==> src/rtl/jam_cost_server.sv <==
// Cost-query responder for the JAM solver: holds a serially loaded 8x8 cost
// matrix, answers (W,J) lookups and judges the solver's reported result.
module jam_cost_server #(
    parameter int unsigned READ_LAT = 1,
    parameter int unsigned TIMEOUT  = 1000000
) (
    input  logic        CLK,
    input  logic        RST,
    input  logic        load_start,
    input  logic        load_valid,
    input  logic [7:0]  load_data,
    input  logic [3:0]  exp_match_count,
    input  logic [10:0] exp_min_cost,
    input  logic [2:0]  W,
    input  logic [2:0]  J,
    output logic [7:0]  Cost,
    input  logic        Valid,
    input  logic [3:0]  MatchCount,
    input  logic [10:0] MinCost,
    output logic        loaded,
    output logic        done,
    output logic        pass,
    output logic        timeout,
    output logic        protocol_err,
    output logic [15:0] query_count
);

    typedef enum logic [1:0] {IDLE, LOAD, SERVE, DONE} state_t;

    localparam logic [31:0] T_LAST = (TIMEOUT == 0) ? 32'd0 : 32'(TIMEOUT - 1);

    state_t      state, state_next;
    logic [5:0]  idx;
    logic [31:0] tcnt;
    logic [3:0]  exp_mc;
    logic [10:0] exp_cost;
    logic [7:0]  mem [64];
    logic [5:0]  addr;
    logic        wr_en;
    logic [5:0]  wr_addr;
    logic        done_by_valid;
    logic        done_by_timeout;
    logic        err_set;

    assign addr    = {W, J};
    assign wr_en   = load_valid && (load_start || state == LOAD);
    assign wr_addr = load_start ? 6'd0 : idx;

    always_ff @(posedge CLK or posedge RST) begin
        if (RST) state <= IDLE;
        else     state <= state_next;
    end

    // load_start overrides every state, so it is checked before the case
    always_comb begin
        state_next      = state;
        done_by_valid   = 1'b0;
        done_by_timeout = 1'b0;
        err_set         = Valid && (state == IDLE || state == LOAD);
        if (load_start) begin
            state_next = LOAD;
        end else begin
            case (state)
                LOAD: begin
                    if (load_valid && idx == 6'd63) state_next = SERVE;
                end
                SERVE: begin
                    if (Valid) begin
                        state_next    = DONE;
                        done_by_valid = 1'b1;
                    end else if (TIMEOUT != 0 && tcnt == T_LAST) begin
                        state_next      = DONE;
                        done_by_timeout = 1'b1;
                    end
                end
                default: state_next = state;
            endcase
        end
    end

    always_ff @(posedge CLK) begin
        if (wr_en) mem[wr_addr] <= load_data;
    end

    always_ff @(posedge CLK or posedge RST) begin
        if (RST) begin
            idx          <= 6'd0;
            tcnt         <= 32'd0;
            exp_mc       <= 4'd0;
            exp_cost     <= 11'd0;
            pass         <= 1'b0;
            timeout      <= 1'b0;
            protocol_err <= 1'b0;
            query_count  <= 16'd0;
        end else begin
            if (err_set) protocol_err <= 1'b1;
            if (load_start) begin
                idx         <= load_valid ? 6'd1 : 6'd0;
                tcnt        <= 32'd0;
                exp_mc      <= exp_match_count;
                exp_cost    <= exp_min_cost;
                pass        <= 1'b0;
                timeout     <= 1'b0;
                query_count <= 16'd0;
            end else begin
                if (state == LOAD && load_valid) idx <= idx + 6'd1;
                tcnt <= (state == SERVE) ? tcnt + 32'd1 : 32'd0;
                if (state == SERVE && query_count != 16'hFFFF)
                    query_count <= query_count + 16'd1;
                if (done_by_valid)
                    pass <= (MatchCount == exp_mc) && (MinCost == exp_cost);
                if (done_by_timeout) begin
                    timeout <= 1'b1;
                    pass    <= 1'b0;
                end
            end
        end
    end

    assign loaded = (state == SERVE);
    assign done   = (state == DONE);

    generate
        if (READ_LAT == 0) begin : g_comb
            assign Cost = (state == SERVE) ? mem[addr] : 8'd0;
        end else begin : g_reg
            logic [7:0] cost_q;
            // gated on the next state so Cost reads 0 from the first non-SERVE cycle
            always_ff @(posedge CLK or posedge RST) begin
                if (RST) cost_q <= 8'd0;
                else     cost_q <= (state_next == SERVE) ? mem[addr] : 8'd0;
            end
            assign Cost = cost_q;
        end
    endgenerate

endmodule
==> config.mk <==
export PLATFORM = sky130hd
export DESIGN_NAME = jam_cost_server
export DESIGN_NICKNAME = d
export VERILOG_FILES = /design/src/rtl/jam_cost_server.sv
export SDC_FILE = /design/constraint.sdc
export NUM_CORES = 1
export LEC_CHECK = 0
export CAP_MARGIN = 10
export CORE_UTILIZATION = 55
export CTS_CLUSTER_DIAMETER = 80
export DETAILED_ROUTE_END_ITERATION = 16
export GPL_TIMING_DRIVEN = 0
export PLACE_DENSITY = 0.8
export SLEW_MARGIN = 20
export SYNTH_ARGS = -nofsm -noshare
export SYNTH_HDL_FRONTEND = slang
export SYNTH_SLANG_ARGS = --single-unit
==> constraint.sdc <==
create_clock -name CLK -period 2.6 [get_ports CLK]
set_clock_uncertainty 0.1 [all_clocks]
set_input_delay 0.39 -clock CLK [delete_from_list [all_inputs] [get_ports CLK]]
set_output_delay 0.39 -clock CLK [all_outputs]
set_load 0.02 [all_outputs]
==> summary.md, run 1 <==
| Metric | Value |
|---|---|
| Status | finished with violations |
| Failing checks | setup timing |
| R2r setup slk | -200 ps |
| Seq pwr share | 51.7% |
| Crit Path Max Fanout | 8 |
| IO Pins | 78 |
| Clock Root Buffer | clkbuf_16 |
| P_sw | 4290 uW |
| Required time of the critical path | 2750 ps |
| Antenna-violating nets left | 0 |
| Final HPWL DP | 35800 um |
| Largest net degree at the start of global routing | 65 |
| CP Buf/Inv Count | 1 |
| FF-to-FF path depth | 4 |
| Vias in the first global route | 13.7k |
| Final WS setup | -199 ps |
| Die ar. | 44700 um2 |
| Slew Limit Fails | 0 |
| Area Overhead vs Synth | 19.0% |
| CTS Sinks | 594 |
| Final hold violation count | 0 |
| Crit path largest cell delay | 610 ps |
| Deepest clock path buffer count | 3 |
| Critical path capture point type | register |
| Total grt overflow | 0 |
| Fillers | 2743 |
| Synth Instances | 1375 |
| Launch point of the worst reg-to-reg path | idx[3]$_DFFE_PP0P_ |
| Clock Power Share | 42.5% |
| Critical-path cell list | clkbuf_2 -> nor2b_1 -> nand2_1 -> nor2_2 |
| TritonRoute pass-1 iters | 7 |
| Nets | 1596 |
| Power Internal | 15900 uW |
| Netlist cell types | 48 |
| First-pass GRT wire length | 86700 um |
| # port buffers | 74 |
| Clock transition at path regs | 70 ps |
| Layout cell share with drive strength beyond 1 | 22.7% |
| Yosys warns | 0 |
| TritonCTS clock tree | done |
| Slowest stage cell, crit path | nand2_1 |
| Vias | 13.8k |
| Routed vias/inst | 6.38 |
| Post-synth top flop | edfxtp_1 |
| Total core area | 43200 um2 |
| Max_slew headroom | 22.9% |
| Avg WL per Cell | 27.4 um |
| Fin crit period | 2800 ps |
| RSZ-0062 raised after global routing | true |
| ANT cells | 0 |
| Async SR Flop Fraction | 13.8% |
| Mapped Nets | 1432 |
| Die Ht | 211 um |
| P per Cell Area | 704 nW/um2 |
| Placed cell area | 25700 um2 |
| H-tree depth | 2 |
| Drt drc | 0 |
| Die X | 211 um |
| Seq cells post-synth | 594 |
| Initial antenna violation count | 0 |
| CP delay by family, top | simple AND/OR/NAND/NOR gates |
| Hold Worst Slack | 88.6 ps |
| Setup violations, final | 129 |
| Initial Util | 55.8% |
| Register area share after synthesis | 72.3% |
| Reg2reg end | mem[24][3]$_DFFE_PP_ |
| Post-synthesis instance area | 24100 um2 |
| GRT Util Overall | 26.8% |
| Setup slack at placement | -1220 ps |
| Actual slew at the worst max-slew pin | 1160 ps |
| Core Rows | 76 |
| GP Congestion | 0.963 |
| Crit Path Category | register to register |
| Startpoint types | register |
| Routed wire length | 59400 um |
| Post-synth EDFFs | 512 |
| Cell area after layout | 28700 um2 |
| DRT iter0 DRCs | 1859 |
| Sw Ratio | 21.2% |
| Fmax | 0.357 GHz |
| Fin Setup TNS | -8610 ps |
| Max IR drop VDD | 660 uV |
| Worst EP arrival | 2950 ps |
| Pleak | 0.00972 uW |
| Clock Latency Late Sink | 620 ps |
| Syn avg cell area | 17.5 um2 |
| Period utilisation layout | 108% |
| Logic pwr share | 5.8% |
| Max Cap Viol | 0 |
| Clock buffer count from CTS | 55 |
| Worst min path class | input port to asynchronous set/reset pin |
-- synth_stat cells, types with 5 or more instances --
master	number	area [um2]
buf_2	18	90.1
nor2_1	126	473
or3_1	6	37.5
mux4_1	17	447
and3_1	6	37.5
o21ai_0	9	45.0
o22ai_1	17	106
a21oi_1	13	65.1
xnor2_1	14	123
mux2_2	15	169
clkbuf_1	20	75.1
nor3_1	15	75.1
dfrtp_1	82	2050
nand2b_1	5	31.3
nand4_1	16	100
nand3_1	23	115
edfxtp_1	512	15400
nor4_1	15	93.8
mux4_2	69	1550
buf_6	8	90.1
inv_1	13	48.8
nor2b_1	8	50.1
and4_1	5	43.8
nand2_1	60	225
ha_1	8	100
a22oi_1	64	480
buf_4	9	67.6
nor3b_2	5	62.6
mux2i_1	114	1140
xor2_1	44	385
-- cell type report --
cell class                      instances  area, um2  area share, %
Buffer                                 60        407           1.42
Tap cell                              585        732           2.55
Multi-Input combinational cell        704       6820           23.8
Clock buffer                           70       1480           5.17
Sequential cell                       594      17400           60.8
Timing Repair Buffer                  111       1310           4.55
Clock inverter                         34        440           1.54
Inverter                               13       51.3          0.179
-- power groups by stage --
stage	logic [uW]	registers [uW]	clock network [uW]
after floorplan	605	10600	0
after global placement	1010	10700	0
after detailed placement	1060	10600	0
after CTS	1110	10400	8580
after global routing	1220	10400	8970
final	1170	10400	8570
-- worst max path at each step --
| stage | from | endpoint | slack, ps | depth (start not counted) |
|---|---|---|---|---|
| after floorplan | state[1]$_DFF_PP0_ | mem[61][0]$_DFFE_PP_ | -30 | 8 |
| after global routing | idx[3]$_DFFE_PP0P_ | mem[24][3]$_DFFE_PP_ | -280 | 4 |
| after global placement | RST | Cost[3]$_DFF_PP0_ | -1420 | 2 |
| final | idx[3]$_DFFE_PP0P_ | mem[24][3]$_DFFE_PP_ | -200 | 4 |
| after detailed placement | load_start | mem[8][4]$_DFFE_PP_ | -1220 | 5 |
| after CTS | idx[3]$_DFFE_PP0P_ | mem[58][4]$_DFFE_PP_ | -40 | 4 |
-- flip-flops by register name, indices dropped and copies added (netlist names) --
register	cells
exp_mc	4
tcnt	32
query_count	16
mem	512
exp_cost	11
Cost	8
pass	1
protocol_err	1
idx	6
timeout	1
state	2
-- placed cells by master (no fill, tap or decap), types with 21 or more instances in the layout --
| cell | count |
|---|---|
| xor2_1 | 44 |
| clkbuf_16 | 55 |
| nand2_1 | 57 |
| buf_4 | 21 |
| mux2i_1 | 114 |
| nor2_4 | 57 |
| dfrtp_1 | 82 |
| buf_2 | 24 |
| buf_12 | 25 |
| clkbuf_1 | 25 |
| mux4_2 | 69 |
| edfxtp_1 | 512 |
| clkdlybuf4s50_1 | 65 |
| a22oi_1 | 63 |
| nor2_1 | 60 |
-- cells by family (layout without fill, tap and decap cells) --
| group | after synthesis | count (layout) | share of synthesized area (%) |
|---|---|---|---|
| xor+xnor | 58 | 58 | 2.11 |
| simple gates | 309 | 309 | 6.20 |
| flops | 594 | 594 | 72.3 |
| compound gates | 114 | 114 | 3.32 |
| fa+ha+maj | 8 | 8 | 0.415 |
| mux | 215 | 215 | 13.7 |
| buf+inv | 77 | 288 | 1.90 |
-- through the flow --
| stage | utilization [%] | std cells | total power (uW) |
|---|---|---|---|
| 2_1_floorplan | - | 1375 | 11200 |
| 3_3_place_gp | 59.2 | 2034 | 11700 |
| 3_5_place_dp | 59.5 | 2041 | 11700 |
| 4_1_cts | 65.7 | 2163 | 20100 |
| 5_1_grt | 66.4 | 2171 | 20600 |
| 6_report | 66.4 | 2171 | 20200 |
-- repair_timing --
| action | CTS | global route |
|---|---|---|
| setup buffers | 21 | 8 |
| resized for setup | 130 | 31 |
| endpoints found under the hold margin | 7 | 0 |
| setup endpoints to repair | 521 | 432 |
| cloned | 0 | 0 |
| hold buffers | 1 | 0 |
| pin swaps | 17 | 9 |
-- metal layers --
layer	up-vias	track usage, %	wire length, um
met5	-	0.111	0
met4	0	11.4	2750
met3	188	4.85	5730
met2	877	43.9	29100
met1	7018	35.5	21900
li1	5761	-	-
(Power assumes the default switching activity.)
==> run 2: changes to the inputs <==
CAP_MARGIN = 20   (was 10)
PLACE_DENSITY = 0.75   (was 0.8)
==> run 2 against run 1 <==
Net effect:
- the run now ends clean
- worst hold slack better by 22 ps
- flip-flop and latch count stayed put
- core utilization is 0.39 points lower
- cell count is 0.23% lower
- die area stayed put
- wire length is 7.5% lower
- clock power is 0.5% higher
- power hardly changed
- register-to-register slack better by 280 ps
- largest cell class unchanged
- largest power group unchanged
==> summary.md, run 2 (synthesized netlist as in run 1, its figures left out) <==
| Metric | Value |
|---|---|
| IO Pins | 78 (unchanged) |
| Crit Path Category | input port to register (was register to register) |
| Core Rows | 76 (unchanged) |
| Fin util | 66.0% (was 66.4%) |
| Most common cell after layout, fill and taps aside | edfxtp_1 (unchanged) |
| Crit. Startpoint | J[1] (was idx[3]$_DFFE_PP0P_) |
| ANT cells | 0 (unchanged) |
| Fin crit period | 2560 ps (was 2800 ps) |
| Commonest non-fill, non-tap cells in the layout | 512 x edfxtp_1, 114 x mux2i_1, 82 x dfrtp_1, 69 x mux4_2, 65 x clkdlybuf4s50_1 (unchanged) |
| Critical-path cell list | clkdlybuf4s50_1 -> buf_2 -> buf_4 -> mux2i_1 -> a22oi_1 -> nand2_1 -> o22ai_4 -> o22ai_1 -> nor4_4 (was clkbuf_2 -> nor2b_1 -> nand2_1 -> nor2_2) |
| Slowest stage cell, crit path | clkdlybuf4s50_1 (was nand2_1) |
| Total grt overflow | 0 (unchanged) |
| Setup violations, final | 0 (was 129) |
| # port buffers | 74 (unchanged) |
| Die ar. | 44700 um2 (unchanged) |
| Routed wire length | 55000 um (was 59400 um) |
| Clock transition at path regs | 60 ps (was 70 ps) |
| Final HPWL DP | 36100 um (was 35800 um) |
| Hold Worst Slack | 110 ps (was 88.6 ps) |
| Clock Power Share | 42.6% (was 42.5%) |
| TritonCTS clock tree | done (unchanged) |
| Clock Latency Late Sink | 620 ps (about the same) |
| Vias | 13.4k (was 13.8k) |
| H-tree depth | 2 (unchanged) |
| Max Cap Viol | 0 (unchanged) |
| RSZ-0062 raised after global routing | true (unchanged) |
| Final WS setup | 40.1 ps (was -199 ps) |
| FF-to-FF path depth | 6 (was 4) |
| Actual slew at the worst max-slew pin | 800 ps (was 1160 ps) |
| Worst EP arrival | 2920 ps (was 2950 ps) |
| Period utilisation layout | 98.5% (was 108%) |
| Status | finished, final reports clean (was finished with violations) |
| Hold buffer count at cts | 0 (was 1) |
| Avg WL per Cell | 25.4 um (was 27.4 um) |
| Antenna-violating nets left | 0 (unchanged) |
| Max_slew headroom | 46.6% (was 22.9%) |
| Nets | 1593 (was 1596) |
| Die Ht | 211 um (unchanged) |
| Clock buffer count from CTS | 57 (was 55) |
| Max IR drop VDD | 534 uV (was 660 uV) |
| Pleak | 0.00970 uW (was 0.00972 uW) |
| Clock Root Buffer | clkbuf_16 (unchanged) |
| Final hold violation count | 0 (unchanged) |
| Worst min path class | input port to asynchronous set/reset pin (unchanged) |
| Crit path largest cell delay | 530 ps (was 610 ps) |
| Max FFs per register | 512 (unchanged) |
| P per Cell Area | 708 nW/um2 (was 704 nW/um2) |
| Crit Path Max Fanout | 10 (was 8) |
| Sw Ratio | 20.7% (was 21.2%) |
| Largest regs | mem: 512 flops, tcnt: 32 flops, query_count: 16 flops (unchanged) |
| Layout cell share with drive strength beyond 1 | 22.1% (was 22.7%) |
| First-pass GRT wire length | 82800 um (was 86700 um) |
| Logic pwr share | 5.6% (was 5.8%) |
| Fmax | 0.391 GHz (was 0.357 GHz) |
| Area Overhead vs Synth | 18.3% (was 19.0%) |
| Setup slack at placement | -1350 ps (was -1220 ps) |
| Launch point of the worst reg-to-reg path | state[1]$_DFF_PP0_ (was idx[3]$_DFFE_PP0P_) |
| Largest net degree at the start of global routing | 65 (unchanged) |
| Top reg by flops | mem (unchanged) |
| P_sw | 4180 uW (was 4290 uW) |
| Deepest clock path buffer count | 3 (unchanged) |
| Required time of the critical path | 2960 ps (was 2750 ps) |
| Die X | 211 um (unchanged) |
| Vias in the first global route | 13.3k (was 13.7k) |
| Fillers | 2822 (was 2743) |
| CTS Sinks | 594 (unchanged) |
| Routed vias/inst | 6.17 (was 6.38) |
| DRT iter0 DRCs | 1361 (was 1859) |
| Total core area | 43200 um2 (unchanged) |
| Seq pwr share | 51.7% (about the same) |
| Initial Util | 55.8% (unchanged) |
| Startpoint types | input port (was register) |
| Critical path capture point type | register (unchanged) |
| Power Internal | 16000 uW (was 15900 uW) |
| Slew Limit Fails | 0 (unchanged) |
| TritonRoute pass-1 iters | 5 (was 7) |
| Critical path capture point | Cost[4]$_DFF_PP0_ (was mem[24][3]$_DFFE_PP_) |
| GRT Util Overall | 25.4% (was 26.8%) |
| GP Congestion | 0.906 (was 0.963) |
| Drt drc | 0 (unchanged) |
| R2r setup slk | 80 ps (was -200 ps) |
| Initial antenna violation count | 2 (was 0) |
| Reg2reg end | mem[5][3]$_DFFE_PP_ (was mem[24][3]$_DFFE_PP_) |
[run 2: what timing repair did]
action	CTS	global route
endpoints found under the setup margin	521	227
endpoints found under the hold margin	0	0
gates resized for setup	128	13
pin swaps	14	6
setup buffers	20	3
[run 2: stage by stage]
stage                     TNS (ps)  power (uW)  std cells  cell area, um2
final                            0       20200       2166           28500
after global routing          -612       20700       2166           28500
after CTS                    -22.3       20200       2163           28400
after detailed placement   -478330       11700       2042           25700
after global placement     -774470       11700       2034           25600
after floorplan              -1870       11200       1375           24100
[run 2: final cells by class]
class,instances,area (um2),share of cell area (%)
Buffer,61,404,1.42
Clock buffer,75,1580,5.53
Clock inverter,29,380,1.33
Inverter,13,51.3,0.180
Multi-Input combinational cell,704,6740,23.7
Sequential cell,594,17400,61.1
Tap cell,585,732,2.57
Timing Repair Buffer,105,1190,4.17
[run 2: worst min path at each step]
stage,startpoint,endpoint,cells after the start
floorplan,tcnt[0]$_DFF_PP0_,tcnt[0]$_DFF_PP0_,1
global placement,protocol_err$_DFFE_PP0P_,protocol_err$_DFFE_PP0P_,1
detailed placement,protocol_err$_DFFE_PP0P_,protocol_err$_DFFE_PP0P_,1
CTS,RST,protocol_err$_DFFE_PP0P_,2
global route,RST,exp_mc[2]$_DFFE_PP0P_,2
finish,RST,protocol_err$_DFFE_PP0P_,2
[run 2: critical path: cells and delay by family]
family                 cells  cell delay, ps
muxes                      1             120
buffers and inverters      3            1120
AOI/OAI and AO/OA          3             680
and+or+nand+nor            2             590
[run 2: metal layers]
layer	share of wire, %	global-route usage (%)
met4	2.6	7.52
met2	49	41.1
met1	40	35.1
met3	8.5	5.28
met5	0.058	0
[run 2: power by group through the flow]
stage	logic (uW)	clock network (uW)	registers, uW
2_1_floorplan	605	0	10600
3_3_place_gp	1020	0	10700
3_5_place_dp	1070	0	10600
4_1_cts	1120	8680	10400
5_1_grt	1200	9070	10400
6_report	1130	8610	10400
